===== config.mk =====
export PLATFORM = sky130hd
export DESIGN_NAME = id_ex_register_flat
export DESIGN_NICKNAME = d
export VERILOG_FILES = /design/src/rtl/mips_pkg.sv /design/src/rtl/id_ex_register_if.sv /design/src/rtl/id_ex_register_hazard_detect.sv /design/src/rtl/id_ex_register.sv /design/src/flat_wrapper.sv
export SDC_FILE = /design/constraint.sdc
export NUM_CORES = 1
export LEC_CHECK = 0
export CAP_MARGIN = 20
export CORE_ASPECT_RATIO = 0.5
export CORE_MARGIN = 2
export CORE_UTILIZATION = 42
export DETAILED_ROUTE_END_ITERATION = 8
export GPL_ROUTABILITY_DRIVEN = 0
export PLACE_DENSITY = 0.94
export SETUP_SLACK_MARGIN = 0.05
export SLEW_MARGIN = 20
export SYNTH_ARGS = -nofsm -noshare
export SYNTH_HDL_FRONTEND = slang
export SYNTH_SLANG_ARGS = --single-unit

===== constraint.sdc =====
create_clock -name clock -period 3.09 [get_ports clock]
set_input_delay 0.618 -clock clock [delete_from_list [all_inputs] [get_ports clock]]
set_output_delay 0.618 -clock clock [all_outputs]
set_load 0.005 [all_outputs]

===== src/rtl/mips_pkg.sv =====
// Shared definitions for the MIPS pipeline.
// Holds the default datapath widths, the named bit positions inside the
// decoded control bundle, and the hard-wired zero register specifier.
package mips_pkg;

  // Default datapath widths
  localparam int unsigned DATA_W = 32;
  localparam int unsigned REG_AW = 5;
  localparam int unsigned CTRL_W = 9;
  localparam int unsigned CNT_W  = 16;

  // Control bundle bit positions
  localparam int unsigned CTRL_REGWRITE  = 8;
  localparam int unsigned CTRL_MEMTOREG  = 7;
  localparam int unsigned CTRL_MEMREAD   = 6;
  localparam int unsigned CTRL_MEMWRITE  = 5;
  localparam int unsigned CTRL_BRANCH    = 4;
  localparam int unsigned CTRL_ALUSRC    = 3;
  localparam int unsigned CTRL_REGDST    = 2;
  localparam int unsigned CTRL_ALUOP_LSB = 0;
  localparam int unsigned CTRL_ALUOP_W   = 2;

  // $0 is hard-wired to zero, so it never carries a real dependency
  localparam logic [REG_AW-1:0] REG_ZERO = REG_AW'(0);

endpackage : mips_pkg


===== src/rtl/id_ex_register_if.sv =====
// ID/EX stage boundary bundle.
// master : the decode side (drives id_* operands/specifiers/control and Flush,
//          observes the ex_* copies, Stall and the event counters)
// slave  : the ID/EX register itself
interface id_ex_register_if #(
  parameter int unsigned DATA_W = mips_pkg::DATA_W,
  parameter int unsigned REG_AW = mips_pkg::REG_AW,
  parameter int unsigned CTRL_W = mips_pkg::CTRL_W,
  parameter int unsigned CNT_W  = mips_pkg::CNT_W
) ();

  // Decode-stage side
  logic [DATA_W-1:0] id_PCplus4;
  logic [DATA_W-1:0] id_Readdata1;
  logic [DATA_W-1:0] id_Readdata2;
  logic [DATA_W-1:0] id_ReaddataExtra;
  logic [DATA_W-1:0] id_Imm;
  logic [REG_AW-1:0] id_Rs;
  logic [REG_AW-1:0] id_Rt;
  logic [REG_AW-1:0] id_Rd;
  logic [CTRL_W-1:0] id_Ctrl;
  logic              Flush;

  // Execute-stage side
  logic [DATA_W-1:0] ex_PCplus4;
  logic [DATA_W-1:0] ex_Data1;
  logic [DATA_W-1:0] ex_Data2;
  logic [DATA_W-1:0] ex_DataExtra;
  logic [DATA_W-1:0] ex_Imm;
  logic [REG_AW-1:0] ex_Rs;
  logic [REG_AW-1:0] ex_Rt;
  logic [REG_AW-1:0] ex_Rd;
  logic [CTRL_W-1:0] ex_Ctrl;

  // Hazard and debug
  logic              Stall;
  logic [CNT_W-1:0]  StallCount;
  logic [CNT_W-1:0]  FlushCount;

  modport master (
    output id_PCplus4, id_Readdata1, id_Readdata2, id_ReaddataExtra, id_Imm,
    output id_Rs, id_Rt, id_Rd, id_Ctrl, Flush,
    input  ex_PCplus4, ex_Data1, ex_Data2, ex_DataExtra, ex_Imm,
    input  ex_Rs, ex_Rt, ex_Rd, ex_Ctrl,
    input  Stall, StallCount, FlushCount
  );

  modport slave (
    input  id_PCplus4, id_Readdata1, id_Readdata2, id_ReaddataExtra, id_Imm,
    input  id_Rs, id_Rt, id_Rd, id_Ctrl, Flush,
    output ex_PCplus4, ex_Data1, ex_Data2, ex_DataExtra, ex_Imm,
    output ex_Rs, ex_Rt, ex_Rd, ex_Ctrl,
    output Stall, StallCount, FlushCount
  );

endinterface : id_ex_register_if


===== src/rtl/id_ex_register_hazard_detect.sv =====
// Load-use hazard detector.
// A load sitting in EX whose destination (rt) is a source of the instruction
// in ID cannot be satisfied by forwarding, so one bubble is required.
// Ports:
//   ex_memread : MemRead bit of the instruction currently in EX
//   ex_rt      : destination specifier of the EX load
//   id_rs/id_rt: source specifiers of the ID instruction
//   flush      : ID instruction is wrong-path; suppresses the stall request
//   hazard_c   : raw load-use condition (combinational)
//   stall_c    : hold PC and IF/ID this cycle (combinational)
module hazard_detect
  import mips_pkg::*;
#(
  parameter int unsigned REG_AW = mips_pkg::REG_AW
) (
  input  logic              ex_memread,
  input  logic [REG_AW-1:0] ex_rt,
  input  logic [REG_AW-1:0] id_rs,
  input  logic [REG_AW-1:0] id_rt,
  input  logic              flush,
  output logic              hazard_c,
  output logic              stall_c
);

  logic dest_nonzero;
  logic src_match;

  // A load into $0 produces nothing to wait for
  assign dest_nonzero = (ex_rt != REG_AW'(REG_ZERO));
  assign src_match    = (ex_rt == id_rs) || (ex_rt == id_rt);

  assign hazard_c = ex_memread && dest_nonzero && src_match;

  // A wrong-path instruction is about to be squashed, holding it is pointless
  assign stall_c  = hazard_c && !flush;

endmodule : hazard_detect


===== src/rtl/id_ex_register.sv =====
// ID/EX pipeline register of the 5-stage MIPS core.
// Captures operands, immediate, specifiers, PC+4 and control from decode on
// every rising clock edge, replacing them with an all-zero bubble when the ID
// instruction is flushed (branch taken) or must wait on a load in EX.
// Ports:
//   clock   : pipeline clock, rising edge active
//   reset_n : asynchronous active-low reset, clears every ex_* field and counter
//   bus     : ID/EX bundle (slave side) -- id_* in, Flush in, ex_* out,
//             Stall out (combinational), StallCount/FlushCount out (saturating)
module id_ex_register
  import mips_pkg::*;
#(
  parameter int unsigned DATA_W = mips_pkg::DATA_W,
  parameter int unsigned REG_AW = mips_pkg::REG_AW,
  parameter int unsigned CTRL_W = mips_pkg::CTRL_W,
  parameter int unsigned CNT_W  = mips_pkg::CNT_W
) (
  input  logic             clock,
  input  logic             reset_n,
  id_ex_register_if.slave  bus
);

  logic [DATA_W-1:0] ex_pcplus4_q;
  logic [DATA_W-1:0] ex_data1_q;
  logic [DATA_W-1:0] ex_data2_q;
  logic [DATA_W-1:0] ex_dataextra_q;
  logic [DATA_W-1:0] ex_imm_q;
  logic [REG_AW-1:0] ex_rs_q;
  logic [REG_AW-1:0] ex_rt_q;
  logic [REG_AW-1:0] ex_rd_q;
  logic [CTRL_W-1:0] ex_ctrl_q;
  logic [CNT_W-1:0]  stall_cnt_q;
  logic [CNT_W-1:0]  flush_cnt_q;

  logic hazard_c;
  logic stall_c;
  logic bubble_c;

  // Load-use detection against the instruction currently held in EX
  hazard_detect #(
    .REG_AW (REG_AW)
  ) u_hazard_detect (
    .ex_memread (ex_ctrl_q[CTRL_MEMREAD]),
    .ex_rt      (ex_rt_q),
    .id_rs      (bus.id_Rs),
    .id_rt      (bus.id_Rt),
    .flush      (bus.Flush),
    .hazard_c   (hazard_c),
    .stall_c    (stall_c)
  );

  // Either reason squashes the whole EX payload to zero
  assign bubble_c = bus.Flush || hazard_c;

  // Pipeline payload: bubble is all-zero, never hold-previous
  always_ff @(posedge clock or negedge reset_n) begin
    if (!reset_n) begin
      ex_pcplus4_q   <= '0;
      ex_data1_q     <= '0;
      ex_data2_q     <= '0;
      ex_dataextra_q <= '0;
      ex_imm_q       <= '0;
      ex_rs_q        <= '0;
      ex_rt_q        <= '0;
      ex_rd_q        <= '0;
      ex_ctrl_q      <= '0;
    end else if (bubble_c) begin
      ex_pcplus4_q   <= '0;
      ex_data1_q     <= '0;
      ex_data2_q     <= '0;
      ex_dataextra_q <= '0;
      ex_imm_q       <= '0;
      ex_rs_q        <= '0;
      ex_rt_q        <= '0;
      ex_rd_q        <= '0;
      ex_ctrl_q      <= '0;
    end else begin
      ex_pcplus4_q   <= bus.id_PCplus4;
      ex_data1_q     <= bus.id_Readdata1;
      ex_data2_q     <= bus.id_Readdata2;
      ex_dataextra_q <= bus.id_ReaddataExtra;
      ex_imm_q       <= bus.id_Imm;
      ex_rs_q        <= bus.id_Rs;
      ex_rt_q        <= bus.id_Rt;
      ex_rd_q        <= bus.id_Rd;
      ex_ctrl_q      <= bus.id_Ctrl;
    end
  end

  // Flush bubbles; a flush takes precedence so it is never also a stall
  always_ff @(posedge clock or negedge reset_n) begin
    if (!reset_n) begin
      flush_cnt_q <= '0;
    end else if (bus.Flush && (flush_cnt_q != '1)) begin
      flush_cnt_q <= flush_cnt_q + CNT_W'(1);
    end
  end

  // Load-use bubbles, counted only when not overridden by a flush
  always_ff @(posedge clock or negedge reset_n) begin
    if (!reset_n) begin
      stall_cnt_q <= '0;
    end else if (!bus.Flush && hazard_c && (stall_cnt_q != '1)) begin
      stall_cnt_q <= stall_cnt_q + CNT_W'(1);
    end
  end

  assign bus.ex_PCplus4   = ex_pcplus4_q;
  assign bus.ex_Data1     = ex_data1_q;
  assign bus.ex_Data2     = ex_data2_q;
  assign bus.ex_DataExtra = ex_dataextra_q;
  assign bus.ex_Imm       = ex_imm_q;
  assign bus.ex_Rs        = ex_rs_q;
  assign bus.ex_Rt        = ex_rt_q;
  assign bus.ex_Rd        = ex_rd_q;
  assign bus.ex_Ctrl      = ex_ctrl_q;
  assign bus.Stall        = stall_c;
  assign bus.StallCount   = stall_cnt_q;
  assign bus.FlushCount   = flush_cnt_q;

endmodule : id_ex_register


===== src/flat_wrapper.sv =====
// flat-port wrapper written by rule: the top's interface ports become plain ports
module id_ex_register_flat import mips_pkg::*;
#(
  parameter int unsigned DATA_W = mips_pkg::DATA_W,
  parameter int unsigned REG_AW = mips_pkg::REG_AW,
  parameter int unsigned CTRL_W = mips_pkg::CTRL_W,
  parameter int unsigned CNT_W  = mips_pkg::CNT_W
)
  (clock, reset_n, bus_id_PCplus4, bus_id_Readdata1, bus_id_Readdata2, bus_id_ReaddataExtra, bus_id_Imm, bus_id_Rs, bus_id_Rt, bus_id_Rd, bus_id_Ctrl, bus_Flush, bus_ex_PCplus4, bus_ex_Data1, bus_ex_Data2, bus_ex_DataExtra, bus_ex_Imm, bus_ex_Rs, bus_ex_Rt, bus_ex_Rd, bus_ex_Ctrl, bus_Stall, bus_StallCount, bus_FlushCount);
  id_ex_register_if #(.DATA_W(DATA_W), .REG_AW(REG_AW), .CTRL_W(CTRL_W), .CNT_W(CNT_W)) bus_i ();
  input  logic clock;
  input  logic reset_n;
  input wire logic [$bits(bus_i.id_PCplus4)-1:0] bus_id_PCplus4;
  input wire logic [$bits(bus_i.id_Readdata1)-1:0] bus_id_Readdata1;
  input wire logic [$bits(bus_i.id_Readdata2)-1:0] bus_id_Readdata2;
  input wire logic [$bits(bus_i.id_ReaddataExtra)-1:0] bus_id_ReaddataExtra;
  input wire logic [$bits(bus_i.id_Imm)-1:0] bus_id_Imm;
  input wire logic [$bits(bus_i.id_Rs)-1:0] bus_id_Rs;
  input wire logic [$bits(bus_i.id_Rt)-1:0] bus_id_Rt;
  input wire logic [$bits(bus_i.id_Rd)-1:0] bus_id_Rd;
  input wire logic [$bits(bus_i.id_Ctrl)-1:0] bus_id_Ctrl;
  input wire logic [$bits(bus_i.Flush)-1:0] bus_Flush;
  output wire logic [$bits(bus_i.ex_PCplus4)-1:0] bus_ex_PCplus4;
  output wire logic [$bits(bus_i.ex_Data1)-1:0] bus_ex_Data1;
  output wire logic [$bits(bus_i.ex_Data2)-1:0] bus_ex_Data2;
  output wire logic [$bits(bus_i.ex_DataExtra)-1:0] bus_ex_DataExtra;
  output wire logic [$bits(bus_i.ex_Imm)-1:0] bus_ex_Imm;
  output wire logic [$bits(bus_i.ex_Rs)-1:0] bus_ex_Rs;
  output wire logic [$bits(bus_i.ex_Rt)-1:0] bus_ex_Rt;
  output wire logic [$bits(bus_i.ex_Rd)-1:0] bus_ex_Rd;
  output wire logic [$bits(bus_i.ex_Ctrl)-1:0] bus_ex_Ctrl;
  output wire logic [$bits(bus_i.Stall)-1:0] bus_Stall;
  output wire logic [$bits(bus_i.StallCount)-1:0] bus_StallCount;
  output wire logic [$bits(bus_i.FlushCount)-1:0] bus_FlushCount;
  assign bus_i.id_PCplus4 = bus_id_PCplus4;
  assign bus_i.id_Readdata1 = bus_id_Readdata1;
  assign bus_i.id_Readdata2 = bus_id_Readdata2;
  assign bus_i.id_ReaddataExtra = bus_id_ReaddataExtra;
  assign bus_i.id_Imm = bus_id_Imm;
  assign bus_i.id_Rs = bus_id_Rs;
  assign bus_i.id_Rt = bus_id_Rt;
  assign bus_i.id_Rd = bus_id_Rd;
  assign bus_i.id_Ctrl = bus_id_Ctrl;
  assign bus_i.Flush = bus_Flush;
  assign bus_ex_PCplus4 = bus_i.ex_PCplus4;
  assign bus_ex_Data1 = bus_i.ex_Data1;
  assign bus_ex_Data2 = bus_i.ex_Data2;
  assign bus_ex_DataExtra = bus_i.ex_DataExtra;
  assign bus_ex_Imm = bus_i.ex_Imm;
  assign bus_ex_Rs = bus_i.ex_Rs;
  assign bus_ex_Rt = bus_i.ex_Rt;
  assign bus_ex_Rd = bus_i.ex_Rd;
  assign bus_ex_Ctrl = bus_i.ex_Ctrl;
  assign bus_Stall = bus_i.Stall;
  assign bus_StallCount = bus_i.StallCount;
  assign bus_FlushCount = bus_i.FlushCount;
  id_ex_register #(.DATA_W(DATA_W), .REG_AW(REG_AW), .CTRL_W(CTRL_W), .CNT_W(CNT_W)) u_core (.clock(clock), .reset_n(reset_n), .bus(bus_i));
endmodule

==> key figures <==
CTS
  – Number of buffers inserted during clock tree synthesis: 20
  – CTS tree: done
  – Clock-pin slew reported for the worst setup and hold paths after clock tree synthesis: 0.07 ns
  – Number of buffers between clock root and the deepest sink: 3
  – Count of hold buffers inserted by post-cts repair: 0
  – CTS Sinks: 216
  – Master cell of the clock root buffer: sky130_fd_sc_hd__clkbuf_16
  – Skew-Pair Late Insertion Delay: 0.49 ns
  – Maximum level of the CTS H-tree: 1

Finish
  – Most frequent cells in the layout: sky130_fd_sc_hd__clkdlybuf4s50_1 (402), sky130_fd_sc_hd__dfrtp_1 (215), sky130_fd_sc_hd__and2_1 (185)
  – Final std cell area, no fill: 12600 sq um
  – Number of nets in the final layout: 1157
  – Antenna diode instance count: 0
  – Leading cell type in the layout, fill and taps excluded: sky130_fd_sc_hd__clkdlybuf4s50_1
  – Filler-free cell count of the finished design: 1213
  – Layout cells sized above 1: 5.516%
  – Area Growth Syn to Fin: 64.54%

Setup path
  – Critical Path Max Stage Delay: 0.54 ns
  – Critical Path Slowest Stage Cell: sky130_fd_sc_hd__or4_4
  – Crit path capture type: primary output
  – Required time at the worst-slack endpoint: 2.47 ns
  – Crit path cell chain: or4_4 -> o21ai_4 -> nor2_2 -> and2_1 -> clkdlybuf4s50_1
  – Category of the most critical setup path: flip-flop to primary output
  – CP Max Fanout: 5
  – Crit path DAT: 2.35 ns
  – Critical path startpoint category: flip-flop

Synth
  – Post-synthesis instance area: 7660 sq um
  – Area share of the leading cell type in the synthesized netlist: 70.57%
  – Syn_area_per_cell: 13.75 sq um
  – Distinct cells, synth: 32
  – Net count of the mapped netlist: 746
  – Synthesized instance count: 557
  – Synth warn: 0
  – FF+latch count, synth: 216
  – Cell type with the largest total area after synthesis: sky130_fd_sc_hd__dfrtp_1
  – Cell types occupying the most area after synthesis: sky130_fd_sc_hd__dfrtp_1 (71%), sky130_fd_sc_hd__and2_1 (15%), sky130_fd_sc_hd__xnor2_1 (3.7%)
  – Portion of the post-synthesis area used by sequential elements: 70.57%

Timing
  – Final worst path period share: 96.21%
  – # setup viols final: 0
  – Setup clock skew after layout: 0.01007 ns
  – Min cycle time layout: 2.973 ns
  – Worst-Margin Slew: 0.5689 ns
  – Number of hold violations in the final report: 0
  – Pins Over Slew Limit: 0
  – RSZ-0062 raised after global routing: false
  – Maximum clock rate: 336.4 MHz
  – Worst hold slack after final layout: 0.1064 ns
  – Total negative slack: 0 ns
  – Relative slew slack: 62.00%

Power and ir drop
  – Power share of the combinational group: 15.1%
  – Fraction of power consumed by the clock network: 38.4%
  – Switching component of the power: 1.583 mW
  – Ratio of total power to cell area: 537.7 nW/um^2
  – Internal power of the cells: 5.194 mW
  – Sequential power share: 46.5%
  – Switching Fraction: 23.36%
  – Overall power of the completed layout: 6.777 mW
  – Worst IR Drop VDD: 0.4062 mV
  – Leakage power of the design: 5.452 nW

Detailed routing
  – Antenna Violating Nets Remaining: 0
  – Number of DRC violations after detailed-routing iteration 0: 310
  – Average via count per standard cell: 4.702
  – Final routed wirelength across all metal layers: 23780 um
  – Drt pass-1 iters: 5
  – Final routed wire length divided by cell count: 19.61 um
  – Post-detailed-route DRC marker count: 0
  – Vias after detailed routing: 5703

Global route
  – Antenna violations before repair: 0
  – Maximum number of pins on one net before global-route repair: 120
  – Total grt overflow: 0
  – Total Routing Usage GR: 24.18%
  – Vias in the first global route: 6117
  – First-pass GRT wire length: 35560 um

Die
  – Die outline area: 19400 sq um
  – Width of the chip: 195.0 um
  – IO Pins: 404
  – Die H: 99.50 um
  – Initial cell density of the core: 43.49%
  – Core outline area: 17610 sq um
  – Number of standard-cell rows in the floorplan: 34

Placed design
  – I/O Buffers: 403
  – Final HPWL DP: 17900 um
  – Placed cell count: 1178
  – Placed cell area: 11880 sq um

Status
  – Result of the run: complete, no violations

Job
  – Max-capacitance violation count: 0

Min path
  – Hold Crit Class: input port to asynchronous set/reset pin
## registers in the layout (all words and copies together) (netlist names)
signal	cells
u_core.bus.ex_Rd	5
u_core.bus.ex_Rt	5
u_core.bus.ex_Ctrl	9
u_core.bus.ex_PCplus4	32
u_core.bus.ex_Data2	32
u_core.bus.StallCount	16
u_core.bus.ex_Data1	32
u_core.bus.FlushCount	16
u_core.bus.ex_Rs	5
u_core.bus.ex_Imm	32
u_core.bus.ex_DataExtra	32
## critical path: cells and delay by family, from the launching register on
family | cells | cell delay (ns)
flip-flops | 1 | 0.44
buffers and inverters | 1 | 0.46
AND/OR/NAND/NOR | 3 | 0.79
AO/OA/AOI/OAI | 1 | 0.18
## kinds of logic (layout without fill, tap and decap cells)
kind of cell,count (synthesis),in the layout,synth area share [%]
fa+ha+maj,2,2,0.3266
mux,4,4,0.5880
buf+inv,24,446,2.695
flops,216,216,70.57
simple gates,262,262,20.48
compound gates,15,15,1.454
xor+xnor,34,34,3.888
## through the flow
step	utilization [%]	setup slack, ns
2_1_floorplan	-	0.8394
3_3_place_gp	67.44	0.2160
3_5_place_dp	67.44	0.1934
4_1_cts	71.50	0.07578
5_1_grt	71.56	0.03814
6_report	71.56	0.1173
## cell usage after synthesis
cell and count:
sky130_fd_sc_hd__inv_1 1, sky130_fd_sc_hd__nand2_1 17, sky130_fd_sc_hd__a21oi_1 6, sky130_fd_sc_hd__nand3_1 17
sky130_fd_sc_hd__buf_4 7, sky130_fd_sc_hd__ha_1 2, sky130_fd_sc_hd__o22ai_2 1, sky130_fd_sc_hd__nand4b_1 2
sky130_fd_sc_hd__dfrtp_1 216, sky130_fd_sc_hd__and4_1 2, sky130_fd_sc_hd__nand4_1 12, sky130_fd_sc_hd__clkbuf_1 4
sky130_fd_sc_hd__xor2_1 2, sky130_fd_sc_hd__and3_1 7, sky130_fd_sc_hd__a31oi_1 3, sky130_fd_sc_hd__a41oi_1 1
sky130_fd_sc_hd__o21a_1 1, sky130_fd_sc_hd__xnor2_1 32, sky130_fd_sc_hd__nor4b_1 1, sky130_fd_sc_hd__buf_6 12
sky130_fd_sc_hd__and2_1 185, sky130_fd_sc_hd__o21ai_0 1, sky130_fd_sc_hd__nor3b_1 1, sky130_fd_sc_hd__a211oi_2 1
sky130_fd_sc_hd__nand2b_1 1, sky130_fd_sc_hd__nor2_1 11, sky130_fd_sc_hd__nor2b_1 2, sky130_fd_sc_hd__nor3_1 2
sky130_fd_sc_hd__or4_4 1, sky130_fd_sc_hd__mux2_2 4, sky130_fd_sc_hd__a21oi_4 1, sky130_fd_sc_hd__nor2_4 1
## layer usage
metal / vias to the layer above / wire length (um) / GRT usage [%]
met1: 2860 / 9292 / 29.55
met4: 0 / 736 / 7.868
met5: - / 0 / 0
li1: 2588 / - / -
met2: 206 / 12510 / 43.54
met3: 49 / 1248 / 4.951
## worst paths after layout
path / startpoint / end / slack (ns) / cells after the start
hold reg to reg: u_core.bus.FlushCount[11] / u_core.bus.FlushCount[11] / 0.50 / 1
min in group clock: u_core.bus.FlushCount[11] / u_core.bus.FlushCount[11] / 0.50 / 1
max in group asynchronous: reset_n / u_core.bus.ex_PCplus4[24] / 2.14 / 2
setup / recovery: u_core.bus.ex_Rt[2] / bus_Stall / 0.12 / 5
hold / removal: reset_n / u_core.bus.ex_Data1[18] / 0.11 / 1
setup reg to reg: u_core.bus.StallCount[0] / u_core.bus.StallCount[1] / 0.93 / 6
## layout make-up
class / instances / area, sq um
sequential: 216 / 5406
multi-input combinational: 317 / 2062
clock buffer: 23 / 543.0
fill: 1155 / 5009
clock inverter: 10 / 152.6
tap: 234 / 292.8
timing repair buffer: 412 / 4143
inverter: 1 / 3.754
## timing repair
item,CTS,global route
endpoints found under the hold margin,0,0
resized for setup,2,3
buffers inserted,2,0
endpoints found under the setup margin,1,1
## power by group through the flow
stage                     Combinational, mW  Sequential [mW]  Clock (mW)
after floorplan                       0.254             3.19           0
after global placement                0.995             3.18           0
after detailed placement               1.02             3.20           0
after CTS                              1.04             3.15        2.66
after global routing                   1.10             3.17        2.77
final                                  1.02             3.15        2.60
Note: power is estimated with default switching activity, not from simulation.
